$ cat src/rtl/alu_sched_pkg.sv
// Shared opcode encodings, FSM state type and opcode classification helpers
// for the ALU operation scheduler.
package alu_sched_pkg;

    localparam logic [3:0] OPC_AND   = 4'b0000;
    localparam logic [3:0] OPC_NAND  = 4'b0001;
    localparam logic [3:0] OPC_OR    = 4'b0010;
    localparam logic [3:0] OPC_XOR   = 4'b0011;
    localparam logic [3:0] OPC_XNOR  = 4'b0100;
    localparam logic [3:0] OPC_NOR   = 4'b0101;
    localparam logic [3:0] OPC_NOT   = 4'b0110;
    localparam logic [3:0] OPC_ADD   = 4'b0111;
    localparam logic [3:0] OPC_SUB   = 4'b1000;
    localparam logic [3:0] OPC_MUL   = 4'b1001;
    localparam logic [3:0] OPC_SHIFT = 4'b1010;

    localparam int CNT_W = 3;

    typedef enum logic [1:0] {
        IDLE = 2'd0,
        EXEC = 2'd1,
        RESP = 2'd2
    } sched_state_e;

    function automatic logic is_legal_opc(input logic [3:0] opc);
        return (opc <= OPC_SHIFT);
    endfunction

    function automatic logic is_mul_opc(input logic [3:0] opc);
        return (opc == OPC_MUL);
    endfunction

    // Only the arithmetic add/subtract ops produce a meaningful carry/borrow.
    function automatic logic has_cout_opc(input logic [3:0] opc);
        return (opc == OPC_ADD) || (opc == OPC_SUB);
    endfunction

endpackage

$ cat src/rtl/alu_op_scheduler_arbiter.sv
// Two-way round-robin arbiter; the priority pointer moves only when a grant
// is actually accepted, so a stalled grant keeps its priority.
module alu_rr_arbiter (
    input  logic clk,
    input  logic rst,
    input  logic valid0,
    input  logic valid1,
    input  logic enable,
    output logic grant,
    output logic any,
    output logic accept
);

    logic last_grant_r;

    // Pick the only requester, or the one that did not win last time.
    always_comb begin
        grant = 1'b0;
        if (valid0 && valid1) begin
            grant = ~last_grant_r;
        end else if (valid1) begin
            grant = 1'b1;
        end else begin
            grant = 1'b0;
        end
        any    = valid0 | valid1;
        accept = enable & (valid0 | valid1);
    end

    // Reset to 1 so requester 0 wins the first contention.
    always_ff @(posedge clk) begin
        if (rst) begin
            last_grant_r <= 1'b1;
        end else if (accept) begin
            last_grant_r <= grant;
        end
    end

endmodule

$ cat src/rtl/alu_op_scheduler.sv
// Arbitrating front-end for the shared 4-bit ALU: one op in flight, registered
// ALU drive and response. Optional counters under macro ALU_SCHED_STATS_EN.
module alu_op_scheduler
    import alu_sched_pkg::*;
#(
    parameter int DATA_W  = 4,
    parameter int OPC_W   = 4,
    parameter int MUL_LAT = 2
) (
    input  logic                clk,
    input  logic                rst,
    input  logic                req0_valid,
    output logic                req0_ready,
    input  logic [OPC_W-1:0]    req0_opcode,
    input  logic [DATA_W-1:0]   req0_a,
    input  logic [DATA_W-1:0]   req0_b,
    input  logic                req0_cin,
    input  logic                req1_valid,
    output logic                req1_ready,
    input  logic [OPC_W-1:0]    req1_opcode,
    input  logic [DATA_W-1:0]   req1_a,
    input  logic [DATA_W-1:0]   req1_b,
    input  logic                req1_cin,
    output logic                rsp_valid,
    input  logic                rsp_ready,
    output logic                rsp_id,
    output logic [2*DATA_W-1:0] rsp_y,
    output logic                rsp_cout,
    output logic                rsp_err,
    output logic [DATA_W-1:0]   alu_a,
    output logic [DATA_W-1:0]   alu_b,
    output logic                alu_cin,
    output logic [OPC_W-1:0]    alu_opcode,
    input  logic [DATA_W-1:0]   alu_y,
    input  logic [2*DATA_W-1:0] alu_y8,
`ifdef ALU_SCHED_STATS_EN
    output logic [15:0]         stat_grant0,
    output logic [15:0]         stat_grant1,
    output logic [7:0]          stat_err,
`endif
    input  logic                alu_cout
);

    localparam logic [CNT_W-1:0] MUL_CNT_INIT = CNT_W'(MUL_LAT - 1);

    sched_state_e      state_r;
    sched_state_e      state_nxt_s;
    logic [CNT_W-1:0]  cnt_r;
    logic              grant_s;
    logic              any_s;
    logic              accept_s;
    logic              capture_s;
    logic              rsp_hs_s;
    logic              legal_s;
    logic [OPC_W-1:0]  sel_opc_s;
    logic [DATA_W-1:0] sel_a_s;
    logic [DATA_W-1:0] sel_b_s;
    logic              sel_cin_s;

    alu_rr_arbiter u_arb (
        .clk    (clk),
        .rst    (rst),
        .valid0 (req0_valid),
        .valid1 (req1_valid),
        .enable (state_r == IDLE),
        .grant  (grant_s),
        .any    (any_s),
        .accept (accept_s)
    );

    // Payload of the granted requester.
    always_comb begin
        if (grant_s) begin
            sel_opc_s = req1_opcode;
            sel_a_s   = req1_a;
            sel_b_s   = req1_b;
            sel_cin_s = req1_cin;
        end else begin
            sel_opc_s = req0_opcode;
            sel_a_s   = req0_a;
            sel_b_s   = req0_b;
            sel_cin_s = req0_cin;
        end
        legal_s = is_legal_opc(sel_opc_s);
    end

    // State register.
    always_ff @(posedge clk) begin
        if (rst) begin
            state_r <= IDLE;
        end else begin
            state_r <= state_nxt_s;
        end
    end

    // Next-state logic; illegal opcodes skip EXEC entirely.
    always_comb begin
        state_nxt_s = state_r;
        case (state_r)
            IDLE: begin
                if (accept_s) begin
                    state_nxt_s = legal_s ? EXEC : RESP;
                end else begin
                    state_nxt_s = IDLE;
                end
            end
            EXEC: begin
                if (cnt_r == {CNT_W{1'b0}}) begin
                    state_nxt_s = RESP;
                end else begin
                    state_nxt_s = EXEC;
                end
            end
            RESP: begin
                if (rsp_ready) begin
                    state_nxt_s = IDLE;
                end else begin
                    state_nxt_s = RESP;
                end
            end
            default: state_nxt_s = IDLE;
        endcase
    end

    // Handshake/strobe decode from the current state.
    always_comb begin
        req0_ready = (state_r == IDLE) & any_s & ~grant_s;
        req1_ready = (state_r == IDLE) & any_s & grant_s;
        capture_s  = (state_r == EXEC) && (cnt_r == {CNT_W{1'b0}});
        rsp_hs_s   = (state_r == RESP) & rsp_ready;
    end

    // ALU drive and response registers; alu_* only move on a legal accept.
    always_ff @(posedge clk) begin
        if (rst) begin
            cnt_r      <= {CNT_W{1'b0}};
            alu_a      <= {DATA_W{1'b0}};
            alu_b      <= {DATA_W{1'b0}};
            alu_cin    <= 1'b0;
            alu_opcode <= {OPC_W{1'b0}};
            rsp_valid  <= 1'b0;
            rsp_id     <= 1'b0;
            rsp_y      <= {(2*DATA_W){1'b0}};
            rsp_cout   <= 1'b0;
            rsp_err    <= 1'b0;
        end else if (accept_s) begin
            rsp_id <= grant_s;
            if (legal_s) begin
                alu_a      <= sel_a_s;
                alu_b      <= sel_b_s;
                alu_cin    <= sel_cin_s;
                alu_opcode <= sel_opc_s;
                cnt_r      <= is_mul_opc(sel_opc_s) ? MUL_CNT_INIT : {CNT_W{1'b0}};
            end else begin
                rsp_valid <= 1'b1;
                rsp_err   <= 1'b1;
                rsp_y     <= {(2*DATA_W){1'b0}};
                rsp_cout  <= 1'b0;
            end
        end else if (capture_s) begin
            rsp_valid <= 1'b1;
            rsp_err   <= 1'b0;
            rsp_y     <= is_mul_opc(alu_opcode) ? alu_y8 : {{DATA_W{1'b0}}, alu_y};
            rsp_cout  <= has_cout_opc(alu_opcode) ? alu_cout : 1'b0;
        end else if (state_r == EXEC) begin
            cnt_r <= cnt_r - {{(CNT_W-1){1'b0}}, 1'b1};
        end else if (rsp_hs_s) begin
            rsp_valid <= 1'b0;
        end
    end

`ifdef ALU_SCHED_STATS_EN
    // Saturating per-requester accept counters and illegal-opcode counter.
    always_ff @(posedge clk) begin
        if (rst) begin
            stat_grant0 <= 16'd0;
            stat_grant1 <= 16'd0;
            stat_err    <= 8'd0;
        end else if (accept_s) begin
            if (!grant_s && (stat_grant0 != 16'hFFFF)) begin
                stat_grant0 <= stat_grant0 + 16'd1;
            end
            if (grant_s && (stat_grant1 != 16'hFFFF)) begin
                stat_grant1 <= stat_grant1 + 16'd1;
            end
            if (!legal_s && (stat_err != 8'hFF)) begin
                stat_err <= stat_err + 8'd1;
            end
        end
    end
`endif

endmodule

$ cat config.mk
export PLATFORM = sky130hd
export DESIGN_NAME = alu_op_scheduler
export DESIGN_NICKNAME = d
export VERILOG_FILES = /design/src/rtl/alu_sched_pkg.sv /design/src/rtl/alu_op_scheduler_arbiter.sv /design/src/rtl/alu_op_scheduler.sv
export SDC_FILE = /design/constraint.sdc
export NUM_CORES = 1
export LEC_CHECK = 0
export ABC_AREA = 0
export BUFFER_PORTS_ARGS = -buffer_cell sky130_fd_sc_hd__buf_2
export CORE_MARGIN = 5
export CORE_UTILIZATION = 45
export CTS_CLUSTER_SIZE = 10
export DETAILED_ROUTE_END_ITERATION = 10
export PLACE_DENSITY_LB_ADDON = 0.08
export SYNTH_ARGS = -nofsm -noshare
export SYNTH_HDL_FRONTEND = slang
export SYNTH_SLANG_ARGS = --single-unit
export TNS_END_PERCENT = 20
$ cat constraint.sdc
create_clock -name clk -period 2.4 [get_ports clk]
set_clock_uncertainty 0.2 [all_clocks]
set_input_delay 0.48 -clock clk [delete_from_list [all_inputs] [get_ports clk]]
set_output_delay 0.48 -clock clk [all_outputs]
set_load 0.01 [all_outputs]
Word level (Yosys, flattened, before mapping)
Index checks and enable logic that the tools add are counted.
- add/subtract/negate cells: 1
- $lt $le $gt $ge: 1
- equal/unequal tests: 10
- multiplexer cells: 31
- bitwise gates (word level): 7
- reduce and logical (&&, ||, !) cells: 12
- operator list (kind ; count):
    two-way mux 8 bit ; 4
    two-way mux 1 bit ; 15
    == test 4 bit, second input constant ; 3
    two-way mux 3 bit ; 4
    two-way mux 4 bit ; 3
    two-way mux 2 bit ; 4
    one-hot mux 2 bit (3 select lines) ; 1
    AND reduction 3 bit ; 2
    AND 1 bit ; 4
    == test 4 x 3 -> 1 bit, second input constant ; 1
    <= comparator 4 bit, second input constant ; 1
    inequality test 2 bit, second input constant ; 2
    AND reduction 2 bit ; 2
    nonzero test 2 bit ; 2
    zero test 3 bit ; 1
    inequality test 3 bit, second input constant ; 1
    nonzero test 3 bit ; 1
    subtractor 3 x 1 -> 3 bit, second input constant ; 1
    == test 2 x 1 -> 1 bit, second input constant ; 1
    == test 2 bit, second input constant ; 1
    logical AND 1 bit ; 2
    zero test 2 bit ; 1
    inequality test 2 x 1 -> 1 bit, second input constant ; 1
    NOT 1 bit ; 2
    other kinds (2) ; 2
- bits in registers: 31
- input port bits: 44
- output and inout bits: 27
- logic and storage cells: 74

Depth between registers and ports, before layout
Gate-level depths: netlist of the first run.
- word-level depth: 7
- depth in mapped cells: 8
- gate-level depth less buffers: 7

Hierarchy
A second synthesis of the first run with hierarchy kept.
- cells, all modules: 158
- area total of the unflattened synthesis: 1544.0 sq um
- by module, submodules not included (module ; instances ; cells each ; area an instance (sq um) ; sequential area each (sq um)):
    alu_op_scheduler ; 1 ; 151 ; 1480.2 ; 600.6
    alu_rr_arbiter ; 1 ; 7 ; 63.8 ; 20.0

Least setup slack after synthesis of the first run
Ideal clock, no wire load.
- path kind: in2reg
- start point: input req1_valid
- end point: register alu_a[1]
- setup time: 139 ps
- arrival: 1549 ps
- required time: 2061 ps
- slack: 511 ps
- cell stages on the path: 6
- path buffers: 2
- cells stage by stage: a21bo_1 -> buf_2 -> and3_1 -> nor3_2 -> buf_4 -> a311oi_2
- word-level cells in the longest chain between the ends: 5
- elaborated cells between the ends (all ways): 9
- those cells by class: order compare: 1; mux: 4; bitwise: 2; reduce/logical: 2
- ends and longest elaborated chain (element ; line ; source):
    start, declared ; alu_op_scheduler.sv:18 ; input logic req1_valid,
    two-way mux 1 bit / logical AND 1 bit (equally long branches) ; alu_op_scheduler_arbiter.sv:21, alu_op_scheduler_arbiter.sv:19 ;
    two-way mux 1 bit ; alu_op_scheduler_arbiter.sv:19 ; if (valid0 && valid1) begin
    two-way mux 4 bit ; alu_op_scheduler.sv:73 ; if (grant_s) begin
    <= comparator 4 bit ; alu_sched_pkg.sv:26 ; return (opc <= OPC_SHIFT);
    AND reduction 2 bit (no source line) ; -- ;
    end signal, assigned ; alu_op_scheduler.sv:137 ; alu_a <= {DATA_W{1'b0}};
    end signal, assigned ; alu_op_scheduler.sv:149 ; alu_a <= sel_a_s;
    end, declared ; alu_op_scheduler.sv:30 ; output logic [DATA_W-1:0] alu_a,
Parallel ways exist; a longest one is shown, timed or not.
A chain may end at the register's enable or synchronous reset.

Final worst setup path of the first run
- start point: register state_r[0]
- end point: output req0_ready
- word-level cells in the longest chain between the ends: 3
- ends and longest elaborated chain (element ; line ; source):
    start, declared ; alu_op_scheduler.sv:46 ; sched_state_e state_r;
    start signal, assigned ; alu_op_scheduler.sv:92 ; state_r <= state_nxt_s;
    zero test 2 bit ; alu_op_scheduler.sv:127 ; req0_ready = (state_r == IDLE) & any_s & ~grant_s;
    AND 1 bit (2 in series) ; alu_op_scheduler.sv:127 ;
    end, declared ; alu_op_scheduler.sv:13 ; output logic req0_ready,
No other way between the ends.

==> results of run 1 <==
==> layout by cell type, fill, tap and decap left out, drive strengths merged <==
cell / Yosys / layout
buf: 6 / 76
dfxtp: 31 / 31
nand2: 29 / 29
nor3: 15 / 15
a311oi: 13 / 13
nor2: 10 / 10
clkbuf: 5 / 6
mux2i: 5 / 5
o21ai: 5 / 5
inv: 4 / 4
a22o: 4 / 4
o2bb2ai: 4 / 4
and3: 3 / 3
nand3b: 3 / 3
a21o: 3 / 3
a21oi: 3 / 3
and2: 2 / 2
a2111oi: 2 / 2
nand2b: 2 / 2
a31oi: 2 / 2
o32ai: 2 / 2
ha: 2 / 2
a211oi: 2 / 2
a21boi: 1 / 1
or2: 1 / 1
a21bo: 1 / 1
and4: 1 / 1
and3b: 1 / 1
a211o: 1 / 1
nand4b: 1 / 1
a32o: 1 / 1
or3b: 1 / 1
nor2b: 1 / 1
or4bb: 1 / 1
nand4bb: 1 / 1
o32a: 1 / 1
bufinv: 0 / 1
==> stage by stage <==
step / util, % / setup WS, ps / hold WS (ps)
after floorplan: - / 511 / 278
after global placement: 59.0 / 299 / 241
after detailed placement: 59.0 / 243 / 248
after CTS: 61.1 / 222 / 160
after global routing: 61.1 / 150 / 153
final: 61.1 / 260 / 174
==> per-layer routing <==
| metal | routed length, µm | vias to the layer above |
|---|---|---|
| li1 | - | 782 |
| met1 | 1620 | 758 |
| met2 | 1960 | 75 |
| met3 | 490 | 13 |
| met4 | 91 | 0 |
| met5 | 0 | - |
==> where the power goes <==
group	internal [W]	switching, W	leakage [nW]	total (W)
Sequential	0.000576	0.0000435	0.254	0.000619
Clock	0.000215	0.000170	0.0383	0.000385
Combinational	0.000195	0.000246	0.622	0.000442
==> cells by family after synthesis <==
family	count (synthesis)	share of synthesized area, %
and+or+nand+nor	72	23.1
AOI/OAI and AO/OA	45	29.0
DFF	31	38.7
buffers and inverters	15	4.52
muxes	5	3.12
adders and majority gates	2	1.56
==> worst max-delay path, stage by stage (launching register included) <==
cell	delay, ps
dfxtp_1	370
or2_4	310
nor3_2	270
buf_2	190
==> worst paths after layout <==
check                     endpoint  slack, ps  cells past startpoint
max                     req0_ready        260                      3
min          rsp_y[4]$_SDFFE_PP0P_        170                      2
min reg2reg  rsp_y[1]$_SDFFE_PP0P_        260                      1
max reg2reg  rsp_y[7]$_SDFFE_PP0P_        310                      6
==> sequential cells by signal, summed over array words and instances, names as in the netlist <==
name                count
rsp_y                   8
rsp_cout                1
rsp_id                  1
cnt_r                   3
rsp_valid               1
state_r                 2
alu_b                   4
alu_cin                 1
rsp_err                 1
alu_a                   4
u_arb.last_grant_r      1
alu_opcode              4
==> final cells by class <==
cell class	instances	area [µm²]	share of cell area, %
clock buffers	6	41.3	1.99
clock inverters	1	30.0	1.45
inverters	4	15.0	0.725
multi-input cells	124	911	44.0
flip-flops and latches	31	621	30.0
well taps	46	57.6	2.78
repair buffers	76	395	19.1
==> flow_metrics.env, run 1 <==
export IMPL_postCtsResizedCells=0
export IMPL_busiest_layer="met2"
export IMPL_numPlacedInstances=281
export IMPL_grt_pass1_vias=1612
export IMPL_routed_wl_um=4170
export IMPL_synthCells=170
export IMPL_core_area_um2=3390
export IMPL_die_y_um=69.7
export IMPL_ir_drop_mv=0.372
export IMPL_stdcell_area_um2=2070
export IMPL_synthTopCellsByCount="dfxtp_1, nand2_1, nor3_1, nor2_1, a311oi_2"
export IMPL_critPathMaxFanout=8
export IMPL_clock_sinks=31
export IMPL_synthFlopType="dfxtp_1"
export IMPL_cts_tree="yes"
export IMPL_final_hold_viol_count=0
export IMPL_n_antenna_cell=0
export IMPL_fmax_mhz=467
export IMPL_ys_ff_latch=31
export IMPL_tns_ps=0
export IMPL_met3_usage_pct=8.26
export IMPL_synth_area_leaders="dfxtp_1, a311oi_2, nand2_1, nor3_1, a2111oi_4"
export IMPL_syn_avg_cell_area_um2=9.44
export IMPL_post_cts_setup_buffers=0
export IMPL_antenna_found_initial=0
export IMPL_die_w_um=69.7
export IMPL_cts_root_buf="clkbuf_4"
export IMPL_p_total_w=0.00145
export IMPL_vias=1628
export IMPL_grt_pass1_wl_um=7280
export IMPL_yosysTopAreaCellShare_pct=38.7
export IMPL_slew_headroom_pct=60.9
export IMPL_worstReg2RegStart="cnt_r[0]$_SDFFE_PP0P_"
export IMPL_gp_congestion=0.876
export IMPL_final_nets=288
export IMPL_slew_violations=0
export IMPL_stdcell_count=288
export IMPL_dieArea_um2=4860
export IMPL_status="completed"
export IMPL_htreeDepth=2
export IMPL_area_growth_pct=29.1
export IMPL_dp_hpwl_um=3240
export IMPL_synth_area_um2=1600
export IMPL_clkTransAtPathRegs_ps=90
export IMPL_drive_above_1_share_pct=40.5
export IMPL_worstSkewPairLatency_ps=320
export IMPL_numPortBuffers=70
export IMPL_cts_buffer_depth=2
export IMPL_synth_async_reset_ratio_pct=0
export IMPL_use_met2_pct=30.2
export IMPL_synth_cell_type_count=43
export IMPL_crit_path_start="state_r[0]$_SDFF_PP0_"
export IMPL_yosys_warnings=0
export IMPL_synth_most_common_cell="dfxtp_1"
export IMPL_met1_usage_pct=19.5
export IMPL_worstSetupPathType="reg2out"
export IMPL_track_usage_pct=17.9
export IMPL_ctsHoldBuffers=0
export IMPL_fin_crit_sh_pct=89.2
export IMPL_worstSetupStartpointType="register"
export IMPL_fillers=310
export IMPL_antenna_left=0
export IMPL_drt_pass1_iter_count=4
export IMPL_viasPerCell=5.65
export IMPL_leakagePower_nw=0.915
export IMPL_row_count=21
export IMPL_period_needed_ps=2140
export IMPL_seq_area_frac_synth_pct=38.7
export IMPL_crit_required_ps=1720
export IMPL_syn_num_nets=216
export IMPL_drtIter0Drc=70
export IMPL_tightest_slew_ps=586
export IMPL_rsz0062_at_grt="no"
export IMPL_cts_buffers=5
export IMPL_arrival_ps=1460
export IMPL_yosys_area_top_type="dfxtp_1"
export IMPL_worstHoldStart="alu_y8[4]"
export IMPL_maxCapViolations=0
export IMPL_cp_end_kind="output port"
export IMPL_grt_overflow=0
export IMPL_hold_class="in2reg"
export IMPL_io_pins=71
export IMPL_synth_edf_count=0
export IMPL_finalSetupViolations=0
export IMPL_grt_max_degree=20
export IMPL_power_density_nw_per_um2=698
export IMPL_drcViolationCount=0
export IMPL_post_drt_wl_per_cell_um=14.5
export IMPL_start_util_pct=47.3
export IMPL_postPlaceCellArea_um2=2000
No activity file was read; power rests on OpenSTA's default activity.
==> inputs of run 2 (changes only) <==
--- a/config.mk
+++ b/config.mk
@@ -7,7 +7,6 @@
 export LEC_CHECK = 0
 export ABC_AREA = 0
 export BUFFER_PORTS_ARGS = -buffer_cell sky130_fd_sc_hd__buf_2
-export CORE_MARGIN = 5
 export CORE_UTILIZATION = 45
 export CTS_CLUSTER_SIZE = 10
 export DETAILED_ROUTE_END_ITERATION = 10
==> constraint.sdc (replaced) <==
create_clock -name clk -period 2 [get_ports clk]
set_clock_uncertainty 0.2 [all_clocks]
set_input_delay 0.4 -clock clk [delete_from_list [all_inputs] [get_ports clk]]
set_output_delay 0.4 -clock clk [all_outputs]
set_load 0.01 [all_outputs]
==> flow_metrics.env, run 2 (synthesis gave the netlist of run 1 again) <==
export IMPL_crit_buf_inv=2
export IMPL_routed_wl_um=4020
export IMPL_hold_class="in2reg"
export IMPL_fin_crit_sh_pct=94.6
export IMPL_dp_hpwl_um=3060
export IMPL_antenna_left=0
export IMPL_grt_overflow=0
export IMPL_track_usage_pct=22.9
export IMPL_antenna_found_initial=0
export IMPL_clkTransAtPathRegs_ps=100
export IMPL_drt_pass1_iter_count=4
export IMPL_gp_congestion=0.862
export IMPL_leakagePower_nw=0.963
export IMPL_clock_sinks=31
export IMPL_critPathMaxFanout=4
export IMPL_row_count=21
export IMPL_cp_top_family="adder cells"
export IMPL_tns_ps=0
export IMPL_postPlaceCellArea_um2=2040
export IMPL_drive_above_1_share_pct=44.4
export IMPL_largest_reg_flops=8
export IMPL_viasPerCell=5.39
export IMPL_cp_end_kind="register"
export IMPL_period_needed_ps=1890
export IMPL_tightest_slew_ps=432
export IMPL_cts_buffer_depth=2
export IMPL_slew_headroom_pct=71.1
export IMPL_p_sw_w=0.000577
export IMPL_final_nets=295
export IMPL_p_seq_share_pct=40.8
export IMPL_path_cells="inv_1 > ha_1 > ha_1 > and3b_1 > a2111oi_4 > buf_2 > a22o_1"
export IMPL_internal_power_w=0.00125
export IMPL_ctsHoldBuffers=0
export IMPL_grt_pass1_vias=1475
export IMPL_switching_share_pct=31.6
export IMPL_crit_path_max_incr_delay_ps=370
export IMPL_ir_drop_mv=0.597
export IMPL_htreeDepth=2
export IMPL_die_w_um=61.7
export IMPL_drcViolationCount=0
export IMPL_numPortBuffers=70
export IMPL_area_growth_pct=34.2
export IMPL_cts_tree="yes"
export IMPL_n_antenna_cell=0
export IMPL_worstSetupStartpointType="register"
export IMPL_crit_slowest_cell="dfxtp_1"
export IMPL_worstSkewPairLatency_ps=330
export IMPL_stdcell_area_um2=2150
export IMPL_slew_violations=0
export IMPL_core_area_um2=3360
export IMPL_preCtsSetupSlack_ps=48.7
export IMPL_start_util_pct=47.7
export IMPL_fmax_mhz=529
export IMPL_maxCapViolations=0
export IMPL_post_drt_wl_per_cell_um=13.6
export IMPL_cts_buffers=5
export IMPL_final_hold_viol_count=0
export IMPL_crit_required_ps=2070
export IMPL_status="completed"
export IMPL_cp_common_cell="ha_1"
export IMPL_rsz0062_at_grt="no"
export IMPL_power_density_nw_per_um2=849
export IMPL_pwr_share_comb_pct=31.2
export IMPL_drtIter0Drc=66
export IMPL_vias=1594
export IMPL_cts_root_buf="clkbuf_4"
export IMPL_grt_pass1_wl_um=6220
export IMPL_final_cell_mix="buf_2, nand2_1, dfxtp_1, nor3_1, buf_4"
export IMPL_layout_commonest_cell="buf_2"
export IMPL_clkPwrFrac_pct=28.0
export IMPL_regMostFlops="rsp_y"
export IMPL_setup_slack_ps=109
export IMPL_die_y_um=61.7
export IMPL_dieArea_um2=3810
export IMPL_arrival_ps=1960
export IMPL_grt_max_degree=16
export IMPL_finalSetupViolations=0
export IMPL_worstSetupPathType="reg2reg"
export IMPL_io_pins=71
-- run 2: worst paths after layout --
path / cells past startpoint / from / to / slack, ps
setup / recovery: 7 / cnt_r[0]$_SDFFE_PP0P_ / rsp_y[6]$_SDFFE_PP0P_ / 110
hold / removal: 2 / alu_y8[7] / rsp_y[7]$_SDFFE_PP0P_ / 90
setup reg to reg: 7 / cnt_r[0]$_SDFFE_PP0P_ / rsp_y[6]$_SDFFE_PP0P_ / 110
hold reg to reg: 1 / rsp_y[0]$_SDFFE_PP0P_ / rsp_y[0]$_SDFFE_PP0P_ / 270
-- run 2: cell type report --
type                       count  area, µm²
multi-input combinational    124        922
clock inverter                 2       35.0
fill                         318       1210
timing repair buffer          83        449
sequential                    31        623
clock buffer                   6       51.3
tap                           46       57.6
inverter                       4       15.0
-- run 2: power groups by stage --
stage                     logic [W]  registers, W  clock network [W]
after floorplan            0.000323      0.000781                  0
after global placement     0.000536      0.000753                  0
after detailed placement   0.000551      0.000758                  0
after CTS                  0.000564      0.000744           0.000523
after global routing       0.000623      0.000758           0.000560
final                      0.000570      0.000746           0.000512
-- run 2: metrics by stage --
stage,std cells,hold WS (ps),utilization [%],power [W]
final,296,94.6,64.0,0.00183
after global routing,296,65.2,64.0,0.00194
after CTS,295,84.2,63.5,0.00183
after detailed placement,286,243,60.6,0.00131
after global placement,286,240,60.6,0.00129
after floorplan,170,278,-,0.00110
-- run 2: layer usage --
metal / up-vias / track usage [%] / share of wire, %
li1: 794 / - / -
met1: 730 / 24.8 / 42
met2: 66 / 42.1 / 51
met3: 4 / 6.63 / 6.4
met4: 0 / 8.25 / 0.95
met5: - / 0 / 0
-- run 2: repair_timing --
item	in CTS	in global routing
endpoints found under the setup margin	1	12
gates cloned	0	1
pin swaps	1	1
setup buffers	1	0
gates resized for setup	1	5
